===== src/rtl/axis_frame_reframer.sv =====
// axis_frame_reframer: re-emits exactly WIDTH x HEIGHT AXI-Stream frames (pad short, truncate long) through an output FIFO.
// Optional FRAME_STATS_EN adds frame/short/long event counters.
module axis_frame_reframer #(
    parameter int WIDTH = 128,
    parameter int HEIGHT = 100,
    parameter int DATA_WIDTH = 24,
    parameter int FIFO_DEPTH = 16,
    parameter logic [DATA_WIDTH-1:0] PAD_VALUE = '0
) (
    input  logic                  clk,
    input  logic                  rst_n,
    input  logic [DATA_WIDTH-1:0] s_axis_tdata,
    input  logic                  s_axis_tvalid,
    input  logic                  s_axis_tlast,
    input  logic                  s_axis_tuser,
    output logic                  s_axis_tready,
    output logic [DATA_WIDTH-1:0] m_axis_tdata,
    output logic                  m_axis_tvalid,
    output logic                  m_axis_tlast,
    output logic                  m_axis_tuser,
    input  logic                  m_axis_tready,
    output logic                  frame_done,
    output logic                  err_short,
`ifdef FRAME_STATS_EN
    output logic [15:0]           frame_count,
    output logic [15:0]           short_count,
    output logic [15:0]           long_count,
`endif
    output logic                  err_long
);
    localparam int AW = $clog2(FIFO_DEPTH);
    localparam int XW = WIDTH > 1 ? $clog2(WIDTH) : 1;
    localparam int YW = HEIGHT > 1 ? $clog2(HEIGHT) : 1;

    typedef enum logic [1:0] {IDLE, ACTIVE, PAD, DROP} state_t;

    state_t                state_q, state_d;
    logic [XW-1:0]         x_q, x_d;
    logic [YW-1:0]         y_q, y_d;
    logic [AW:0]           cnt_q, cnt_d;
    logic [AW-1:0]         wp_q, wp_d, rp_q, rp_d;
    logic [DATA_WIDTH+1:0] mem_q [FIFO_DEPTH];
    logic [DATA_WIDTH-1:0] wr_data;
    logic                  full, push, pop, acc, at_eol, at_sof, last_pix;

    assign full          = cnt_q == (AW+1)'(FIFO_DEPTH);
    assign at_eol        = x_q == XW'(WIDTH - 1);
    assign at_sof        = x_q == '0 && y_q == '0;
    assign last_pix      = at_eol && y_q == YW'(HEIGHT - 1);
    assign s_axis_tready = rst_n && (state_q == DROP || (state_q != PAD && !full));
    assign acc           = s_axis_tvalid && s_axis_tready;
    assign m_axis_tvalid = rst_n && cnt_q != '0;
    assign pop           = m_axis_tvalid && m_axis_tready;
    assign {m_axis_tuser, m_axis_tlast, m_axis_tdata} = m_axis_tvalid ? mem_q[rp_q] : '0;

    always_comb begin
        state_d    = state_q;
        x_d        = x_q;
        y_d        = y_q;
        push       = 1'b0;
        wr_data    = s_axis_tdata;
        frame_done = 1'b0;
        err_short  = 1'b0;
        err_long   = 1'b0;
        if (acc && (state_q == ACTIVE || (state_q == IDLE && s_axis_tuser))) begin
            push = 1'b1;
            if (last_pix) begin
                frame_done = 1'b1;
                err_long   = !s_axis_tlast;
                state_d    = s_axis_tlast ? IDLE : DROP;
            end else begin
                err_short = s_axis_tlast;
                state_d   = s_axis_tlast ? PAD : ACTIVE;
            end
        end else if (state_q == PAD && rst_n && !full) begin
            push    = 1'b1;
            wr_data = PAD_VALUE;
            if (last_pix) begin
                frame_done = 1'b1;
                state_d    = IDLE;
            end
        end else if (state_q == DROP && acc && s_axis_tlast) begin
            state_d = IDLE;
        end
        if (push) begin
            x_d = at_eol ? '0 : x_q + 1'b1;
            y_d = at_eol ? (last_pix ? '0 : y_q + 1'b1) : y_q;
        end
        cnt_d = cnt_q + (AW+1)'(push) - (AW+1)'(pop);
        wp_d  = wp_q + AW'(push);
        rp_d  = rp_q + AW'(pop);
    end

    always_ff @(posedge clk) begin
        if (!rst_n) begin
            state_q <= IDLE;
            x_q     <= '0;
            y_q     <= '0;
            cnt_q   <= '0;
            wp_q    <= '0;
            rp_q    <= '0;
        end else begin
            state_q <= state_d;
            x_q     <= x_d;
            y_q     <= y_d;
            cnt_q   <= cnt_d;
            wp_q    <= wp_d;
            rp_q    <= rp_d;
        end
    end

    // FIFO word tags come from the write-side position, not from the input beat
    always_ff @(posedge clk) begin
        if (push) mem_q[wp_q] <= {at_sof, at_eol, wr_data};
    end

`ifdef FRAME_STATS_EN
    logic [15:0] frame_count_q, frame_count_d, short_count_q, short_count_d, long_count_q, long_count_d;

    always_comb begin
        frame_count_d = frame_count_q + 16'(frame_done);
        short_count_d = short_count_q + 16'(err_short);
        long_count_d  = long_count_q + 16'(err_long);
    end

    always_ff @(posedge clk) begin
        if (!rst_n) begin
            frame_count_q <= '0;
            short_count_q <= '0;
            long_count_q  <= '0;
        end else begin
            frame_count_q <= frame_count_d;
            short_count_q <= short_count_d;
            long_count_q  <= long_count_d;
        end
    end

    assign frame_count = rst_n ? frame_count_q : '0;
    assign short_count = rst_n ? short_count_q : '0;
    assign long_count  = rst_n ? long_count_q : '0;
`endif
endmodule


===== config.mk =====
export PLATFORM = sky130hd
export DESIGN_NAME = axis_frame_reframer
export DESIGN_NICKNAME = d
export VERILOG_FILES = /design/src/rtl/axis_frame_reframer.sv
export SDC_FILE = /design/constraint.sdc
export NUM_CORES = 1
export LEC_CHECK = 0
export CORE_AREA = 2 2 171 239
export DETAILED_ROUTE_END_ITERATION = 10
export DIE_AREA = 0 0 173 241
export GPL_ROUTABILITY_DRIVEN = 0
export PLACE_DENSITY = 0.68
export SLEW_MARGIN = 20
export SYNTH_ARGS = -nofsm -noshare
export SYNTH_HDL_FRONTEND = slang
export SYNTH_SLANG_ARGS = --single-unit

===== constraint.sdc =====
create_clock -name clk -period 4.5 [get_ports clk]
set_clock_uncertainty 0.1 [all_clocks]
set_input_delay 0.9 -clock clk [delete_from_list [all_inputs] [get_ports clk]]
set_output_delay 0.9 -clock clk [all_outputs]
set_load 0.01 [all_outputs]

==> flow_metrics.tcl, run 1 <==
set metrics [dict create \
    p_sw_share_pct 22.65 \
    power_switching_w 0.002157 \
    dieWidth_um 173 \
    period_needed_ns 4.097 \
    register_area_mm2 0.01308 \
    drt_iter0_markers 781 \
    synthFlopType "edfxtp_1" \
    layout_setup_ws_ns 0.4027 \
    status "completed" \
    relSlewSlack_pct 54.42 \
    antenna_found_initial 2 \
    drv_slew 0 \
    cts_made_buffers 41 \
    drive_gt1_share_pct 23.79 \
    path_class "input pin to output pin" \
    seqPwrFrac_pct 49.1 \
    post-place-ws_ns 0.3790 \
    grt_usage_pct 17.67 \
    drc 0 \
    wl_mm 36.48 \
    power_w 0.009526 \
    final_hold_viol_count 0 \
    die_y_um 241 \
    cts.sinks 445 \
    yosys_warnings 0 \
    critPathRequiredTime_ns 3.50 \
    critPathMaxFanout 22 \
    cts-root-buf "clkbuf_16" \
    hpwl_mm 21.39 \
    grt_pass1_vias 8787 \
    ys_seq_area_share_pct 74.35 \
    post_drt_wl_per_cell_um 23.67 \
    ant_nets 0 \
    grt_pass1_wl_mm 54.52 \
    synth_edf_count 416 \
    fin_crit_sh_pct 91.05 \
    synth-seq-cells 445 \
    htree_levels 2 \
    cp.arrival_ns 3.10 \
    netlist_area_mm2 0.01758 \
    io_pins 61 \
    p_per_area_mw_per_mm2 461.0 \
    rsz0062_at_grt "no" \
    grt_max_degree 43 \
    pwr-share-comb_pct 13.1 \
    rows 86 \
    syn_area_per_cell_um2 20.05 \
    globalRoute.totalOverflow 0 \
    clkTransAtPathRegs_ns 0.07 \
    critPathLaunchType "input pin" \
    fillers 3088 \
    p_int_w 0.007369 \
    antenna_cells 0 \
    p_leak_nw 6.366 \
    area_delta_synth_final_pct 17.52 \
    nets 1025 \
    start_util_pct 44.65 \
    setup_viol 0 \
    dr.pass1.iters 7 \
    cp-end-kind "output pin" \
    hp-class "flop to flop" \
    clkLatencyLatePin_ns 0.54 \
    synth_fp_nets 922 \
    cts_resized 0 \
    multi_input_area_mm2 0.004345 \
    hold_buffers 0 \
    cts_tree "built" \
    synthArstFlopShare_pct 0 \
    fmax_mhz 244.1 \
    vdd_ir_drop_max_mv 0.2749 \
    maxCapViolCount 0 \
    clock_path_buffers 3 \
    ys_types 48 \
    tightest_slew_ns 0.6830 \
    syn_inst 877 \
    port_buffers 60 \
    core_mm2 0.03938 \
    viasPerCell 5.517 \
    dieArea_mm2 0.04169 \
    setup_tns_ns 0 \
    post_cts_buffers 0 \
    clkPwrFrac_pct 37.9 \
    vias 8501 \
]
## routing by layer
| metal | up-vias | global-route usage (%) | wire length, um |
|---|---|---|---|
| li1 | 3777 | - | - |
| met1 | 4477 | 21.85 | 14590 |
| met2 | 196 | 32.42 | 19550 |
| met3 | 51 | 2.662 | 1583 |
| met4 | 0 | 4.905 | 758 |
| met5 | - | 0 | 0 |
## registers in the layout, summed over array words and instances, names as in the netlist
| register | flops |
|---|---|
| x_q | 7 |
| y_q | 7 |
| wp_q | 4 |
| mem_q | 416 |
| state_q | 2 |
| rp_q | 4 |
| cnt_q | 5 |
## cell usage in the layout (no fill, tap or decap), types with 22 or more instances in the layout
cell type        synthesis  routed
mux2i_1                 54      54
dfxtp_1                 29      26
o22ai_1                 29      29
clkbuf_16                0      41
buf_4                    5      33
and2_1                  31      31
mux4_2                 104     104
edfxtp_1               416     416
clkdlybuf4s50_1          0      60
nand2_1                 22      22
## power by group through the flow
stage | clock (W) | combinational [W] | sequential, W
6_report | 0.00361 | 0.00124 | 0.00468
5_1_grt | 0.00382 | 0.00135 | 0.00468
4_1_cts | 0.00366 | 0.00127 | 0.00468
3_5_place_dp | 0 | 0.00127 | 0.00477
3_3_place_gp | 0 | 0.00126 | 0.00476
2_1_floorplan | 0 | 0.000862 | 0.00472
## cell type report
cell class              instances  area share [%]
clock inverters                27           1.677
clock buffers                  49           5.159
repair buffers                105           5.268
multi-input cells             369           21.03
flip-flops and latches        445           63.32
well taps                     528           3.197
inverters                      18          0.3512
## worst max-delay path: stages
cell	delay, ns
clkdlybuf4s50_1	0.48
inv_1	0.06
buf_4	0.21
a31oi_4	0.27
nor3b_1	0.45
and2_1	0.20
clkdlybuf4s50_1	0.53
## cell families after synthesis
kind of cell,synth area share (%)
buffers and inverters,1.594
xor gates and xnor gates,0.3985
DFF,74.35
and+or+nand+nor,3.857
AOI/OAI and AO/OA,2.235
adders and majority gates,1.110
muxes,16.46
## per-stage QoR
stage / cells / area [um^2] / utilization, % / hold slack (ns)
after floorplan: 877 / 17580 / - / 0.3576
after global placement: 1465 / 19250 / 48.88 / 0.3698
after detailed placement: 1465 / 19250 / 48.88 / 0.3873
after CTS: 1541 / 20660 / 52.46 / 0.3960
after global routing: 1541 / 20660 / 52.47 / 0.4291
final: 1541 / 20660 / 52.47 / 0.3931
## synth_stat cells (5+ instances only)
master,n,area share [%]
nor3_1,7,0.20
nor2_1,27,0.58
mux2i_1,54,3.1
o22ai_1,29,1.0
buf_4,5,0.21
and2_1,31,1.1
clkbuf_1,20,0.43
inv_1,17,0.36
nand2b_1,6,0.21
mux4_2,104,13
nand3_1,13,0.37
edfxtp_1,416,71
a21oi_1,12,0.34
ha_1,14,1.0
buf_2,16,0.46
dfxtp_1,29,3.3
nand2_1,22,0.47
## worst paths after layout
check	end	startpoint	slack, ns	depth (start not counted)
max	err_short	rst_n	0.40	7
min	x_q[0]$_SDFFE_PN0P_	x_q[0]$_SDFFE_PN0P_	0.39	2
max reg2reg	mem_q[9][1]$_DFFE_PP_	cnt_q[3]$_SDFF_PN0_	1.63	7
min reg2reg	x_q[0]$_SDFFE_PN0P_	x_q[0]$_SDFFE_PN0P_	0.39	2
No activity file was read; power rests on OpenSTA's default activity.
==> run 2, diff against run 1 <==
--- a/config.mk
+++ b/config.mk
@@ -10,6 +10,7 @@
 export DIE_AREA = 0 0 173 241
 export GPL_ROUTABILITY_DRIVEN = 0
 export PLACE_DENSITY = 0.68
+export SKIP_CTS_REPAIR_TIMING = 1
 export SLEW_MARGIN = 20
 export SYNTH_ARGS = -nofsm -noshare
 export SYNTH_HDL_FRONTEND = slang
==> results of run 2 <==
The final DEF is identical to that of run 1; final timing and power are the same.
==> run 3, diff against run 2 <==
--- a/config.mk
+++ b/config.mk
@@ -5,11 +5,11 @@
 export SDC_FILE = /design/constraint.sdc
 export NUM_CORES = 1
 export LEC_CHECK = 0
-export CORE_AREA = 2 2 171 239
+export ABC_AREA = 1
+export CORE_AREA = 2 2 175 246
 export DETAILED_ROUTE_END_ITERATION = 10
-export DIE_AREA = 0 0 173 241
+export DIE_AREA = 0 0 177 248
 export GPL_ROUTABILITY_DRIVEN = 0
-export PLACE_DENSITY = 0.68
 export SKIP_CTS_REPAIR_TIMING = 1
 export SLEW_MARGIN = 20
 export SYNTH_ARGS = -nofsm -noshare
==> run 3 against run 2 <==
Via count rose by 46%; setup slack got worse by 0.10 ns; clock power rose by 1%; flip-flop and latch count did not move; largest power group unchanged; critical path type is now flop to output pin; wire length rose by 27%; register-to-register slack got worse by 0.14 ns; sequential power barely moved; cell count rose by 48%; critical path depth fell by 1; cell area rose by 3.4%.
==> flow_metrics.tcl, run 3 <==
set metrics [dict create \
    status "completed" \
    ys_seq_area_share_pct 70.24 \
    cts.sinks 445 \
    synth_fp_nets 1687 \
    grt_pass1_vias 11910 \
    drt_iter0_markers 950 \
    cts_made_buffers 43 \
    drive_gt1_share_pct 8.025 \
    vias 12420 \
    tightest_slew_ns 1.146 \
    dieArea_mm2 0.04390 \
    cp.arrival_ns 3.20 \
    period_needed_ns 4.201 \
    maxCapViolCount 0 \
    power_w 0.01003 \
    ys_types 34 \
    crit_path_max_incr_delay_ns 0.63 \
    largest_reg_flops 416 \
    crit_family "buffers and inverters" \
    critPathRequiredTime_ns 3.50 \
    dp_cells 2203 \
    layoutNonFillerInstCount 2278 \
    globalRoute.totalOverflow 0 \
    min_from "x_q[4]$_SDFFE_PN0P_" \
    whs_ns 0.3900 \
    path_cells "buf_4 -> o21ai_0 -> o22ai_1 -> o21ai_1 -> a21oi_1 -> clkdlybuf4s50_1" \
    hpwl_mm 25.70 \
    reg2reg_to "cnt_q[4]$_SDFF_PN0_" \
    final_cell_mix "edfxtp_1, nor2_1, o21ai_0" \
    final_common_cell "edfxtp_1" \
    syn_area_per_cell_um2 11.33 \
    cp_num_buf_inv 2 \
    ff2ff_path_depth 14 \
    p_leak_nw 7.447 \
    synth-seq-cells 445 \
    reg.largest.list "mem_q: 416 flops, x_q: 7 flops, y_q: 7 flops" \
    core_mm2 0.04176 \
    die_y_um 248 \
    cts_tree "built" \
    grt_usage_pct 21.14 \
    nets 1747 \
    netlist_area_mm2 0.01861 \
    p_per_area_mw_per_mm2 469.7 \
    grt_max_degree 116 \
    synthTopCellsByArea "edfxtp_1, nor2_1, o21ai_0, nand2_1, dfxtp_1" \
    dieWidth_um 177 \
    hp-class "flop to flop" \
    io_pins 61 \
    wl_mm 46.23 \
    synthArstFlopShare_pct 0 \
    critPathLaunchType "flop" \
    drv_slew 0 \
    vdd_ir_drop_max_mv 0.2232 \
    clkTransAtPathRegs_ns 0.06 \
    antenna_found_initial 1 \
    critPathSlowestCell "buf_4" \
    final_hold_viol_count 0 \
    holdPathEnd "x_q[4]$_SDFFE_PN0P_" \
    setup_viol 0 \
    post_drt_wl_per_cell_um 20.29 \
    port_buffers 60 \
    synthFlopType "edfxtp_1" \
    drc 0 \
    fin_crit_sh_pct 93.35 \
    area_delta_synth_final_pct 14.76 \
    antenna_cells 0 \
    yosysMostFrequentCell "edfxtp_1" \
    start_util_pct 44.57 \
    regMostFlops "mem_q" \
    rows 89 \
    critPathMaxFanout 61 \
    relSlewSlack_pct 23.30 \
    final_util_pct 51.15 \
    dr.pass1.iters 5 \
    cp-end-kind "output pin" \
    path_class "flop to output pin" \
    grt_pass1_wl_mm 69.55 \
    viasPerCell 5.451 \
    synth_top_area_cell "edfxtp_1" \
    synthDominantCellAreaShare_pct 67.12 \
    syn_inst 1642 \
    setup_tns_ns 0 \
    clock_path_buffers 3 \
    clkLatencyLatePin_ns 0.55 \
    r2r_start "cnt_q[3]$_SDFF_PN0_" \
    ant_nets 0 \
    fmax_mhz 238.0 \
    r2r_slack_ns 1.49 \
    yosys_warnings 0 \
    cts-root-buf "clkbuf_16" \
    rsz0062_at_grt "no" \
    holdPathStages 2 \
    synth_edf_count 416 \
    synth_common_cells "edfxtp_1, nor2_1, o21ai_0" \
    htree_levels 2 \
]
-- run 3: cell types whose count changed in the layout (fill, tap and decap cells not counted), sizes merged, moves of 30 or more --
cell,delta
and2,-31
nand3,+35
nor2,+327
a21oi,+30
mux4,-104
mux2i,-53
nand2,+176
inv,+73
o21ai,+261
-- run 3: cell type report --
| type | count | area [um^2] |
|---|---|---|
| Tap cell | 546 | 683.2 |
| Timing Repair Buffer | 109 | 1081 |
| Sequential cell | 445 | 13080 |
| Multi-Input combinational cell | 1009 | 4738 |
| Fill cell | 3691 | 20400 |
| Inverter | 94 | 357.8 |
| Clock inverter | 21 | 256.5 |
| Clock buffer | 54 | 1160 |
-- run 3: worst max-delay path by stage --
stage / start / to / slack [ns] / depth (start not counted)
after global placement: rst_n / frame_done / 0.52 / 8
after detailed placement: rst_n / frame_done / 0.46 / 8
after CTS: rp_q[1]$_SDFF_PN0_ / m_axis_tdata[16] / 0.29 / 8
after floorplan: rst_n / mem_q[5][0]$_DFFE_PP_ / 0.44 / 8
after global routing: rp_q[1]$_SDFF_PN0_ / m_axis_tdata[5] / 0.12 / 8
final: rp_q[1]$_SDFF_PN0_ / m_axis_tdata[14] / 0.30 / 6
-- run 3: per-stage QoR --
step | cell area, um^2 | worst slack, ns
2_1_floorplan | 18610 | 0.4358
5_1_grt | 21360 | 0.1222
3_5_place_dp | 19940 | 0.4630
4_1_cts | 21360 | 0.2941
6_report | 21360 | 0.2991
3_3_place_gp | 19940 | 0.5223
-- run 3: cell families after synthesis --
group | synth area share, %
AND/OR/NAND/NOR | 13.26
flip-flops | 70.24
AO/OA/AOI/OAI | 10.24
buffers and inverters | 4.820
adder cells (fa/ha/maj) | 1.049
XOR/XNOR | 0.3294
multiplexers | 0.05379
-- run 3: worst register-to-register path: stages, from the launching register on --
cell and delay (ns):
dfxtp_1 0.32, inv_1 0.08, ha_1 0.22, nand4_1 0.24
nand4_4 0.18, nand2_4 0.12, inv_2 0.24, nand2_1 0.16
nand2_1 0.10, ha_1 0.16, inv_1 0.06, fa_1 0.44
o31ai_1 0.31, o21ai_0 0.12, a21oi_1 0.12
-- run 3: metal layers --
metal / vias up / GRT usage (%) / part of all wire, %
li1: 5838 / - / -
met4: 2 / 6.174 / 2.2
met1: 6145 / 27.77 / 42
met2: 369 / 36.64 / 50
met5: - / 0 / 0.028
met3: 63 / 2.788 / 5.5
-- run 3: power by group --
group | switching (W) | internal, W
Sequential | 0.0000476 | 0.00464
Clock | 0.00149 | 0.00217
Combinational | 0.00110 | 0.000586
